==> config.mk <==
export PLATFORM = sky130hd
export DESIGN_NAME = encoder_flat
export DESIGN_NICKNAME = d
export VERILOG_FILES = /design/src/rtl/encoder_if.sv /design/src/rtl/encoder.sv /design/src/flat_wrapper.sv
export SDC_FILE = /design/constraint.sdc
export NUM_CORES = 1
export LEC_CHECK = 0
export CORE_UTILIZATION = 44
export CTS_CLUSTER_DIAMETER = 80
export CTS_CLUSTER_SIZE = 28
export DETAILED_ROUTE_END_ITERATION = 12
export PLACE_DENSITY = 0.82
export SETUP_SLACK_MARGIN = 0.2
export SLEW_MARGIN = 25
export SYNTH_ARGS = -nofsm -noshare
export SYNTH_HDL_FRONTEND = slang
export SYNTH_SLANG_ARGS = --single-unit
==> constraint.sdc <==
create_clock -name clk -period 2 [get_ports clk]
set_clock_uncertainty 0.15 [all_clocks]
set_input_delay 0.2 -clock clk [delete_from_list [all_inputs] [get_ports clk]]
set_output_delay 0.2 -clock clk [all_outputs]
set_load 0.01 [all_outputs]
==> src/rtl/encoder_if.sv <==
// Operand/result bundle for the radix-4 Booth recoder: operand in, four registered digit triples out.
interface encoder_if;
  logic       valid_in;
  logic [7:0] x;
  logic       valid_out;
  logic [2:0] sdn1;
  logic [2:0] sdn2;
  logic [2:0] sdn3;
  logic [2:0] sdn4;

  modport master (
    output valid_in, x,
    input  valid_out, sdn1, sdn2, sdn3, sdn4
  );

  modport slave (
    input  valid_in, x,
    output valid_out, sdn1, sdn2, sdn3, sdn4
  );
endinterface

==> src/rtl/encoder.sv <==
// Radix-4 modified Booth recoder for an 8-bit two's-complement operand.
// Each output triple is {one, two, neg}; the result is registered, giving one cycle of latency.
module encoder (
  input  logic      clk,
  input  logic      rst,
  encoder_if.slave  bus
);

  // Group {g2,g1,g0} -> {one, two, neg}; 111 keeps neg set (negative zero).
  function automatic logic [2:0] booth_digit(input logic [2:0] grp);
    logic [2:0] dig;
    case (grp)
      3'b000:  dig = 3'b000;
      3'b001:  dig = 3'b100;
      3'b010:  dig = 3'b100;
      3'b011:  dig = 3'b010;
      3'b100:  dig = 3'b011;
      3'b101:  dig = 3'b101;
      3'b110:  dig = 3'b101;
      3'b111:  dig = 3'b001;
      default: dig = 3'b000;
    endcase
    return dig;
  endfunction

  logic [2:0] dig0_s;
  logic [2:0] dig1_s;
  logic [2:0] dig2_s;
  logic [2:0] dig3_s;

  logic       valid_r;
  logic [2:0] dig0_r;
  logic [2:0] dig1_r;
  logic [2:0] dig2_r;
  logic [2:0] dig3_r;

  // Split the operand into four overlapping groups; the lowest group has an implied 0 below x[0].
  always_comb begin
    dig0_s = 3'b000;
    dig1_s = 3'b000;
    dig2_s = 3'b000;
    dig3_s = 3'b000;
    dig0_s = booth_digit({bus.x[1:0], 1'b0});
    dig1_s = booth_digit(bus.x[3:1]);
    dig2_s = booth_digit(bus.x[5:3]);
    dig3_s = booth_digit(bus.x[7:5]);
  end

  // Result register: reset clears, a valid operand loads, otherwise digits hold and valid drops.
  always_ff @(posedge clk) begin
    if (rst) begin
      valid_r <= 1'b0;
      dig0_r  <= 3'b000;
      dig1_r  <= 3'b000;
      dig2_r  <= 3'b000;
      dig3_r  <= 3'b000;
    end else if (bus.valid_in) begin
      valid_r <= 1'b1;
      dig0_r  <= dig0_s;
      dig1_r  <= dig1_s;
      dig2_r  <= dig2_s;
      dig3_r  <= dig3_s;
    end else begin
      valid_r <= 1'b0;
    end
  end

  assign bus.valid_out = valid_r;
  assign bus.sdn1      = dig0_r;
  assign bus.sdn2      = dig1_r;
  assign bus.sdn3      = dig2_r;
  assign bus.sdn4      = dig3_r;

endmodule

==> src/flat_wrapper.sv <==
// flat-port wrapper written by rule: the top's interface ports become plain ports
module encoder_flat 
  (clk, rst, bus_valid_in, bus_x, bus_valid_out, bus_sdn1, bus_sdn2, bus_sdn3, bus_sdn4);
  encoder_if bus_i ();
  input  logic clk;
  input  logic rst;
  input wire logic [$bits(bus_i.valid_in)-1:0] bus_valid_in;
  input wire logic [$bits(bus_i.x)-1:0] bus_x;
  output wire logic [$bits(bus_i.valid_out)-1:0] bus_valid_out;
  output wire logic [$bits(bus_i.sdn1)-1:0] bus_sdn1;
  output wire logic [$bits(bus_i.sdn2)-1:0] bus_sdn2;
  output wire logic [$bits(bus_i.sdn3)-1:0] bus_sdn3;
  output wire logic [$bits(bus_i.sdn4)-1:0] bus_sdn4;
  assign bus_i.valid_in = bus_valid_in;
  assign bus_i.x = bus_x;
  assign bus_valid_out = bus_i.valid_out;
  assign bus_sdn1 = bus_i.sdn1;
  assign bus_sdn2 = bus_i.sdn2;
  assign bus_sdn3 = bus_i.sdn3;
  assign bus_sdn4 = bus_i.sdn4;
  encoder u_core (.clk(clk), .rst(rst), .bus(bus_i));
endmodule
Yosys cells after proc, flatten, opt, wreduce, memory -nomap -nowiden:

Memory sizes are Yosys's and may differ from the RTL's. A register that Yosys moved wholly into a read port is not among the register bits.
Cells that the tools add are included.

* bits in read-only memories: 72
* output and inout port bits: 13
* word-level logic and storage cells: 11
* memories: 3
* bits in registers: 4

Memory list
* (name not given): depth 8, bits a word 3, read ports 1, clocked after memory_dff 1, write ports 0, line encoder.sv:12 `case (grp)`
* (name not given): depth 8, bits a word 3, read ports 1, clocked after memory_dff 1, write ports 0, line encoder.sv:12
* (name not given): depth 8, bits a word 3, read ports 1, clocked after memory_dff 1, write ports 0, line encoder.sv:12

* equal/unequal tests: 3
* reductions and logical operators: 1
* multiplexer cells: 2

Operators with widths (number)
* 3-bit case mux with 4 select lines: 1
* 2-bit equality test (second input constant): 2
* 2-bit by 1-bit equality test with 1-bit output (second input constant): 1
* 2-bit logical NOT: 1
* 1-bit 2-to-1 mux: 1

Logic depth before layout (Yosys ltp):

Gate-level depths: netlist of run 1.

* depth after elaboration: 2
* depth in mapped cells: 4
* gate-level depth less buffers: 4

Least setup slack after synthesis of run 1:

No wires, ideal clock.

* path kind: input-to-reg
* from: input port bus_x[1]
* to: register u_core.dig1_r[2], in the netlist u_core.bus.sdn2[2]
* data required time: 1732 ps
* buffers on the path: 0
* stages on the path: 4
* slack: 1080 ps
* arrival: 651 ps
* path through: inv_1 ha_1 mux2i_1 nor2_1

RTL lines
* start, declared: line flat_wrapper.sv:8 `input wire logic [$bits(bus_i.x)-1:0] bus_x;`
* end, declared: line encoder.sv:33 `logic [2:0] dig1_r;`

Worst setup path after layout of run 1:

* from: register u_core.dig1_r[2], in the netlist u_core.bus.sdn2[2]
* to: output port bus_sdn2[2]

RTL lines
* end, declared: line flat_wrapper.sv:11 `output wire logic [$bits(bus_i.sdn2)-1:0] bus_sdn2;`

No word-level cell between the ends.

==> impl_metrics.ini, run 1 <==
[outcome]
status = finished clean

[power_and_ir_drop]
switching_share_pct = 24.2
powerDensity_nw_per_um2 = 642
p_switching_w = 0.000134
p_int_w = 0.000420
p_leak_nw = 0.392
pwr-share-seq_pct = 51.1
clockPowerShare_pct = 28.1
ir_drop_uv = 360
pwr-share-comb_pct = 20.7

[route]
routed_via_density = 4.62
wire_per_inst_um = 10.7
drt_iter0_markers = 7
dr.pass1.iters = 4
vias = 448
antenna_left = 0
drc = 0
drt-total-wl_mm = 1.04

[timing]
setup_tns_ns = 0
worst_pin_slew_ns = 0.535
finalCritPeriodShare_pct = 74.6
period_needed_ns = 1.49
grt_setup_unrepaired = no
fmax_mhz = 670
hold_viol = 0
holdWs_ns = 0.335
setup_violations = 0
slew_headroom_pct = 64.2
maxSlewViolCount = 0

[worst_setup_path]
crit_family = buffers and inverters
worst-path-buf-inv = 1
max_stage_delay_ns = 0.54
critPathKind = flop to primary output
worstPathMaxFanout = 2
crit_required_ns = 1.65
cp-end-kind = primary output
crit_arrival_ns = 1.14
crit_chain = clkdlybuf4s50_1
slowest_stage = clkdlybuf4s50_1
start_kind = flop

[global_routing]
grt_pass1_vias = 377
overflow = 0
use_met2_pct = 25.4
grt_max_degree = 18
busiest_layer = met2
use_met3_pct = 5.11
antenna_found_initial = 0
grt_util_all_layers_pct = 15.6
grt_pass1_wl_mm = 1.59
use_met1_pct = 18.9

[cts]
clock_latency_ns = 0.26
ctsResizeCount = 0
cts_root_buf = clkbuf_4
cts_tree = yes
clock_sinks = 13
clkTransAtPathRegs_ns = 0.08
htreeDepth = 1
cts_buffers = 3
cts_setup_buffers = 0
hold_buffers = 0
clock_path_buffers = 2

[logic_synthesis]
synth.area.top_cells = dfxtp_1 (42%), mux2i_1 (18%), ha_1 (12%), nor2_1 (6.7%), a211oi_2 (6.1%)
syn_area_um2 = 616
synth_top_area_share_pct = 42.3
synthDistinctLibCells = 13
ys_seq_elements = 13
yosys_warnings = 0
syn_inst = 57
syn_avg_cell_area_um2 = 10.8
ys_seq_area_share_pct = 42.3
syn-num-nets = 74
synth_top_area_cell = dfxtp_1

[floorplan]
die-area_um2 = 1550
core_area_um2 = 1300
die_h_um = 39.4
rows = 13
fp.dieW_um = 39.4
io_pins = 24
initial_core_util_pct = 47.3

[finish]
antenna_cells = 0
drive_gt1_share_pct = 11.0
multi_input_area_um2 = 297
num-nets-final = 100
syn_to_final_growth_pct = 40.0
register_area_um2 = 260
fill_cells = 113

[placed_design]
port_buffers = 23
routabilityCongestion = 0.597
dp_hpwl_um = 757

[hold_path]
worstHoldPathType = flop to flop

[job]
drv_cap = 0
==> per-stage QoR <==
step	setup WS [ns]	instance area (um2)	util, %	power, W	cells
2_1_floorplan	1.08	616	-	0.000347	57
3_3_place_gp	0.422	836	64.2	0.000403	93
3_5_place_dp	0.428	836	64.2	0.000405	93
4_1_cts	0.484	862	66.3	0.000563	97
5_1_grt	0.441	862	66.3	0.000587	97
6_report	0.508	862	66.3	0.000554	97
==> state kept, by name (all words and copies together), names as in the netlist <==
| signal | cells |
|---|---|
| u_core.bus.sdn2 | 3 |
| u_core.bus.sdn4 | 3 |
| u_core.bus.valid_out | 1 |
| u_core.bus.sdn3 | 3 |
| u_core.bus.sdn1 | 3 |
==> power by group through the flow <==
stage	sequential [W]	combinational (W)	clock [W]
after floorplan	0.000297	0.0000504	0
after global placement	0.000288	0.000115	0
after detailed placement	0.000289	0.000115	0
after CTS	0.000284	0.000116	0.000163
after global routing	0.000285	0.000126	0.000176
final	0.000283	0.000115	0.000156
==> worst paths after layout <==
kind / startpoint / endpoint / slack (ns) / depth (start not counted)
hold / removal: u_core.bus.sdn1[1] / u_core.bus.sdn1[1] / 0.33 / 2
setup / recovery: u_core.bus.sdn2[2] / bus_sdn2[2] / 0.51 / 1
hold reg to reg: u_core.bus.sdn1[1] / u_core.bus.sdn1[1] / 0.33 / 2
setup reg to reg: u_core.bus.sdn3[1] / u_core.bus.sdn3[1] / 1.19 / 2
==> routing by layer <==
layer | share of wire, % | routed length [um]
met1 | 44 | 454
met2 | 47 | 491
met3 | 8.6 | 89
met4 | 0 | 0
met5 | 0 | 0
==> synth_stat cells <==
cell	count
nor2b_1	1
nand2b_1	1
ha_1	6
buf_12	1
dfxtp_1	13
nor2_1	11
a211oi_2	3
a21oi_2	1
nand3b_2	1
buf_6	1
buf_2	1
inv_1	6
mux2i_1	11
==> placed cells by master (no fill, tap or decap) <==
master	netlist	layout
buf_4	0	1
nand3b_2	1	1
clkdlybuf4s50_1	0	23
nor2_1	11	11
nand2b_1	1	1
ha_1	6	6
inv_1	6	6
nor2b_1	1	1
clkbuf_4	0	3
mux2i_1	11	11
dfxtp_1	13	13
a211oi_2	3	3
a21oi_2	1	1
clkbuf_1	0	1
==> logic make-up (layout without fill, tap and decap cells) <==
group | count (synthesis) | in the layout | synth area share (%)
multiplexers | 11 | 11 | 17.9
AO/OA/AOI/OAI | 4 | 4 | 7.52
buffers and inverters | 9 | 34 | 9.55
AND/OR/NAND/NOR | 14 | 14 | 10.6
flip-flops | 13 | 13 | 42.3
adder cells (fa/ha/maj) | 6 | 6 | 12.2
==> cell type report <==
class | count | area share [%]
Tap cell | 15 | 2.18
Timing Repair Buffer | 24 | 27.6
Sequential cell | 13 | 30.2
Inverter | 6 | 2.61
Multi-Input combinational cell | 35 | 34.4
Clock buffer | 4 | 3.05
==> worst reg2reg max path, cell delays in order, from the launching register on <==
cell and delay [ns]:
dfxtp_1 0.34, nor2_1 0.06, a211oi_2 0.19
No activity file was read; power rests on OpenSTA's default activity.
==> run 2: changes to the inputs <==
- CORE_UTILIZATION: 44 -> 37
- PLACE_DENSITY: 0.82 -> 0.73
- clock period: 2 -> 1.2 ns (I/O delays scaled with it)
==> impl_metrics.ini, run 2 (synthesis gave the netlist of run 1 again) <==
[floorplan]
core_area_um2 = 1520
fp.dieW_um = 42.8
die-area_um2 = 1830
initial_core_util_pct = 40.4
die_h_um = 42.8
rows = 14
io_pins = 24

[worst_setup_path]
start_kind = flop
critPathKind = flop to primary output
critPathLaunch = u_core.bus.sdn4[0]
crit_required_ns = 0.93
slowest_stage = dfxtp_2
ff2ff_setup_slack_ns = 0.33
crit_chain = buf_6
worst-path-buf-inv = 1
crit_family = flip-flops
regToRegStartpoint = u_core.bus.sdn3[1]
cp-end-kind = primary output
crit_arrival_ns = 0.72
max_stage_delay_ns = 0.33
worstPathMaxFanout = 2

[cts]
cts_root_buf = clkbuf_4
cts_buffers = 3
clock_path_buffers = 2
clkTransAtPathRegs_ns = 0.08
clock_sinks = 13
htreeDepth = 1
clock_latency_ns = 0.27
cts_tree = yes

[global_routing]
busiest_layer = met2
use_met1_pct = 17.3
antenna_found_initial = 0
use_met2_pct = 19.7
grt_max_degree = 10
overflow = 0
use_met3_pct = 3.83
grt_util_all_layers_pct = 13.4
grt_pass1_vias = 401
grt_pass1_wl_mm = 1.80

[timing]
slew_headroom_pct = 88.1
period_needed_ns = 0.985
setup_tns_ns = 0
finalCritPeriodShare_pct = 82.1
worst_pin_slew_ns = 0.173
fmax_mhz = 1020
setup_violations = 0
hold_viol = 0
grt_setup_unrepaired = yes
maxSlewViolCount = 0

[route]
dr.pass1.iters = 4
drt-total-wl_mm = 1.13
antenna_left = 0
drt_iter0_markers = 7
vias = 480
routed_via_density = 4.53
drc = 0
wire_per_inst_um = 10.6

[finish]
layout_common_cells = buf_6 (12), dfxtp_2 (12), mux2i_1 (11), nor2_1 (11)
syn_to_final_growth_pct = 58.7
layoutNonFillerInstCount = 106
antenna_cells = 0
drive_gt1_share_pct = 46.7
num-nets-final = 108
fill_cells = 131

[hold_path]
worstHoldPathType = input pin to flop
min-delay-start = bus_x[1]

[placed_design]
dp_hpwl_um = 757
dp.cells = 99
port_buffers = 23
routabilityCongestion = 0.684

[power_and_ir_drop]
powerDensity_nw_per_um2 = 992
ir_drop_uv = 655
p_leak_nw = 0.495

[job]
drv_cap = 0

[outcome]
status = finished clean
run 2: changes by cell type in the layout (fill, tap and decap cells not counted), sizes merged:
| cell | previous run | this run |
|---|---|---|
| dlygate4sd2 | 0 | 7 |
| clkdlybuf4s50 | 23 | 3 |
| bufbuf | 0 | 1 |
| buf | 1 | 21 |
run 2: worst register-to-register path, delay by kind of cell, from the launching register on:
family	cells	cell delay (ns)
buffers and inverters	1	0.12
AO/OA/AOI/OAI	1	0.06
AND/OR/NAND/NOR	1	0.11
flip-flops	1	0.33
run 2: what timing repair did:
item | 4_1_cts | 5_1_grt
resized for setup | 82 | 1
gates cloned | 1 | 0
hold endpoints to repair | 0 | 0
hold buffers | 0 | 0
pin swaps | 0 | 0
buffers inserted | 1 | 1
setup endpoints to repair | 22 | 13
run 2: final timing paths:
kind | endpoint | cells after the start
setup / recovery | bus_sdn4[0] | 1
hold / removal | u_core.bus.sdn1[0] | 4
setup reg to reg | u_core.bus.sdn3[1] | 3
hold reg to reg | u_core.bus.sdn1[1] | 2
run 2: layout make-up:
cell class | instances | area, um2 | area share [%]
flip-flops and latches | 13 | 275 | 28.2
well taps | 16 | 20.0 | 2.05
multi-input cells | 35 | 297 | 30.3
repair buffers | 32 | 337 | 34.4
clock buffers | 4 | 26.3 | 2.69
inverters | 6 | 22.5 | 2.30
run 2: through the flow:
stage                     area (um2)  worst slack (ns)  utilization, %  hold slack (ns)  total power (W)
after floorplan                  616             0.360               -           0.0346         0.000578
after global placement           887            -0.200            58.2            0.318         0.000689
after detailed placement         887            -0.211            58.2            0.320         0.000692
after CTS                        963             0.186            63.2            0.224         0.000987
after global routing             977             0.175            64.1            0.258          0.00104
final                            977             0.215            64.1            0.225         0.000969
run 2: report_power, final:
group	leakage (nW)	total [W]	switching [W]	internal, W
clock network	0.0150	0.000266	0.000137	0.000129
logic	0.369	0.000222	0.0000841	0.000138
registers	0.112	0.000482	0.0000179	0.000464
run 2: per-layer routing:
metal,wire [um],vias up
met5,0,-
met4,7,0
met3,78,2
met2,519,17
met1,522,207
li1,-,254
==> run 3: changes to the inputs <==
- clock period: 1.2 -> 0.8 ns (I/O delays scaled with it)
==> impl_metrics.ini, run 3 (synthesis gave the netlist of run 1 again) <==
[timing]
worst_pin_slew_ns = 0.177
slew_headroom_pct = 87.8
maxSlewViolCount = 0
hold_viol = 0
layout_setup_ws_ns = -0.149
period_needed_ns = 0.949
setup_violations = 15
fmax_mhz = 1050
finalCritPeriodShare_pct = 119
grt_setup_unrepaired = yes

[power_and_ir_drop]
ir_drop_uv = 964
powerDensity_nw_per_um2 = 1410
p_leak_nw = 0.503

[finish]
register_area_um2 = 275
final_area_um2 = 1080
num-nets-final = 109
fill_cells = 117
syn_to_final_growth_pct = 74.8
drive_gt1_share_pct = 67.0
layout_common_cells = buf_6 (14), dfxtp_2 (12), mux2i_1 (10)
antenna_cells = 0
multi_input_area_um2 = 362
layout_commonest_cell = buf_6

[placed_design]
pre_cts_slack_ns = -0.566
dp_hpwl_um = 860
routabilityCongestion = 0.674
place_area_um2 = 953
port_buffers = 23

[floorplan]
fp.dieW_um = 42.8
die_h_um = 42.8
die-area_um2 = 1830
io_pins = 24
core_area_um2 = 1520
initial_core_util_pct = 40.4
rows = 14

[worst_setup_path]
endpoint = bus_sdn1[1]
start_kind = flop
max_stage_delay_ns = 0.33
crit_family = flip-flops
critPathKind = flop to primary output
worst-path-buf-inv = 1
r2r_cells = 3
slowest_stage = dfxtp_2
worstReg2RegEnd = u_core.bus.sdn3[0]
worstPathMaxFanout = 2
ff2ff_setup_slack_ns = -0.05
worst-path-stages = 1
cp-end-kind = primary output
crit_chain = buf_6
regToRegStartpoint = u_core.bus.sdn3[0]
critPathLaunch = u_core.bus.sdn1[1]
crit_arrival_ns = 0.72
crit_required_ns = 0.57

[hold_path]
min-delay-start = bus_x[5]
worstHoldPathType = input pin to flop

[route]
drt_iter0_markers = 4
dr.pass1.iters = 4
wire_per_inst_um = 12.3
drt-total-wl_mm = 1.31
vias = 504
antenna_left = 0
routed_via_density = 4.71
drc = 0

[global_routing]
overflow = 0
grt_pass1_wl_mm = 2.21
grt_util_all_layers_pct = 16.2
grt_pass1_vias = 526
grt_max_degree = 14
antenna_found_initial = 0

[outcome]
violations = setup timing
status = complete, but fails checks

[cts]
clock_sinks = 13
clkTransAtPathRegs_ns = 0.08
htreeDepth = 1
clock_latency_ns = 0.27
cts_tree = yes
cts_root_buf = clkbuf_4
hold_buffers = 0
clock_path_buffers = 2
cts_buffers = 3

[job]
drv_cap = 0
run 3: changes by cell type in the layout (fill, tap and decap cells not counted), moves of 3 or more:
cell and change:
inv_1 -6, dlygate4sd2_1 -5, ha_1 -5, clkdlybuf4s15_1 +3, ha_4 +3, inv_2 +3, inv_4 +3
run 3: worst min-delay path: cells and delay by family:
kind | cells | cell delay (ns)
and+or+nand+nor | 1 | 0.07
buffers and inverters | 2 | 0.24
muxes | 1 | 0.06
run 3: metal layers:
layer / GRT usage [%] / part of all wire [%]
met1: 17.7 / 44
met2: 29.1 / 50
met3: 5.11 / 5.5
met4: 5.63 / 0.46
met5: 0 / 0
run 3: power by group:
part           switching (W)  total [W]  internal (W)  leakage [nW]
logic               0.000154   0.000391      0.000237         0.377
registers          0.0000294   0.000725      0.000696         0.112
clock network       0.000202   0.000395      0.000193        0.0150
total               0.000386    0.00151       0.00113         0.503
run 3: worst min-delay path by stage:
stage	endpoint	cells after the start	slack, ns
2_1_floorplan	u_core.bus.sdn2[1]	1	-0.01
3_3_place_gp	u_core.bus.sdn1[1]	2	0.31
3_5_place_dp	u_core.bus.sdn1[1]	2	0.32
4_1_cts	u_core.bus.sdn2[0]	4	0.09
5_1_grt	u_core.bus.sdn3[0]	4	0.08
6_report	u_core.bus.sdn3[0]	4	0.07
run 3: per-stage QoR:
step / util, % / hold WS, ns / TNS [ns] / total power (W) / std cells
floorplan: - / -0.0127 / 0 / 0.000893 / 57
global route: 70.6 / 0.0782 / -2.46 / 0.00160 / 107
detailed placement: 62.6 / 0.323 / -9.71 / 0.00108 / 99
CTS: 69.2 / 0.0902 / -2.09 / 0.00153 / 106
global placement: 62.6 / 0.312 / -9.52 / 0.00107 / 99
finish: 70.6 / 0.0699 / -1.91 / 0.00151 / 107
run 3: repair_timing:
item,in CTS,in global routing
buffers inserted,2,1
gates resized for setup,94,7
cloned,1,0
pin swaps,6,3
setup endpoints to repair,26,25
run 3: layout make-up:
class / count / area share [%]
multi-input cells: 35 / 33.6
flip-flops and latches: 13 / 25.6
clock buffers: 4 / 2.44
inverters: 6 / 2.79
repair buffers: 33 / 33.7
well taps: 16 / 1.86
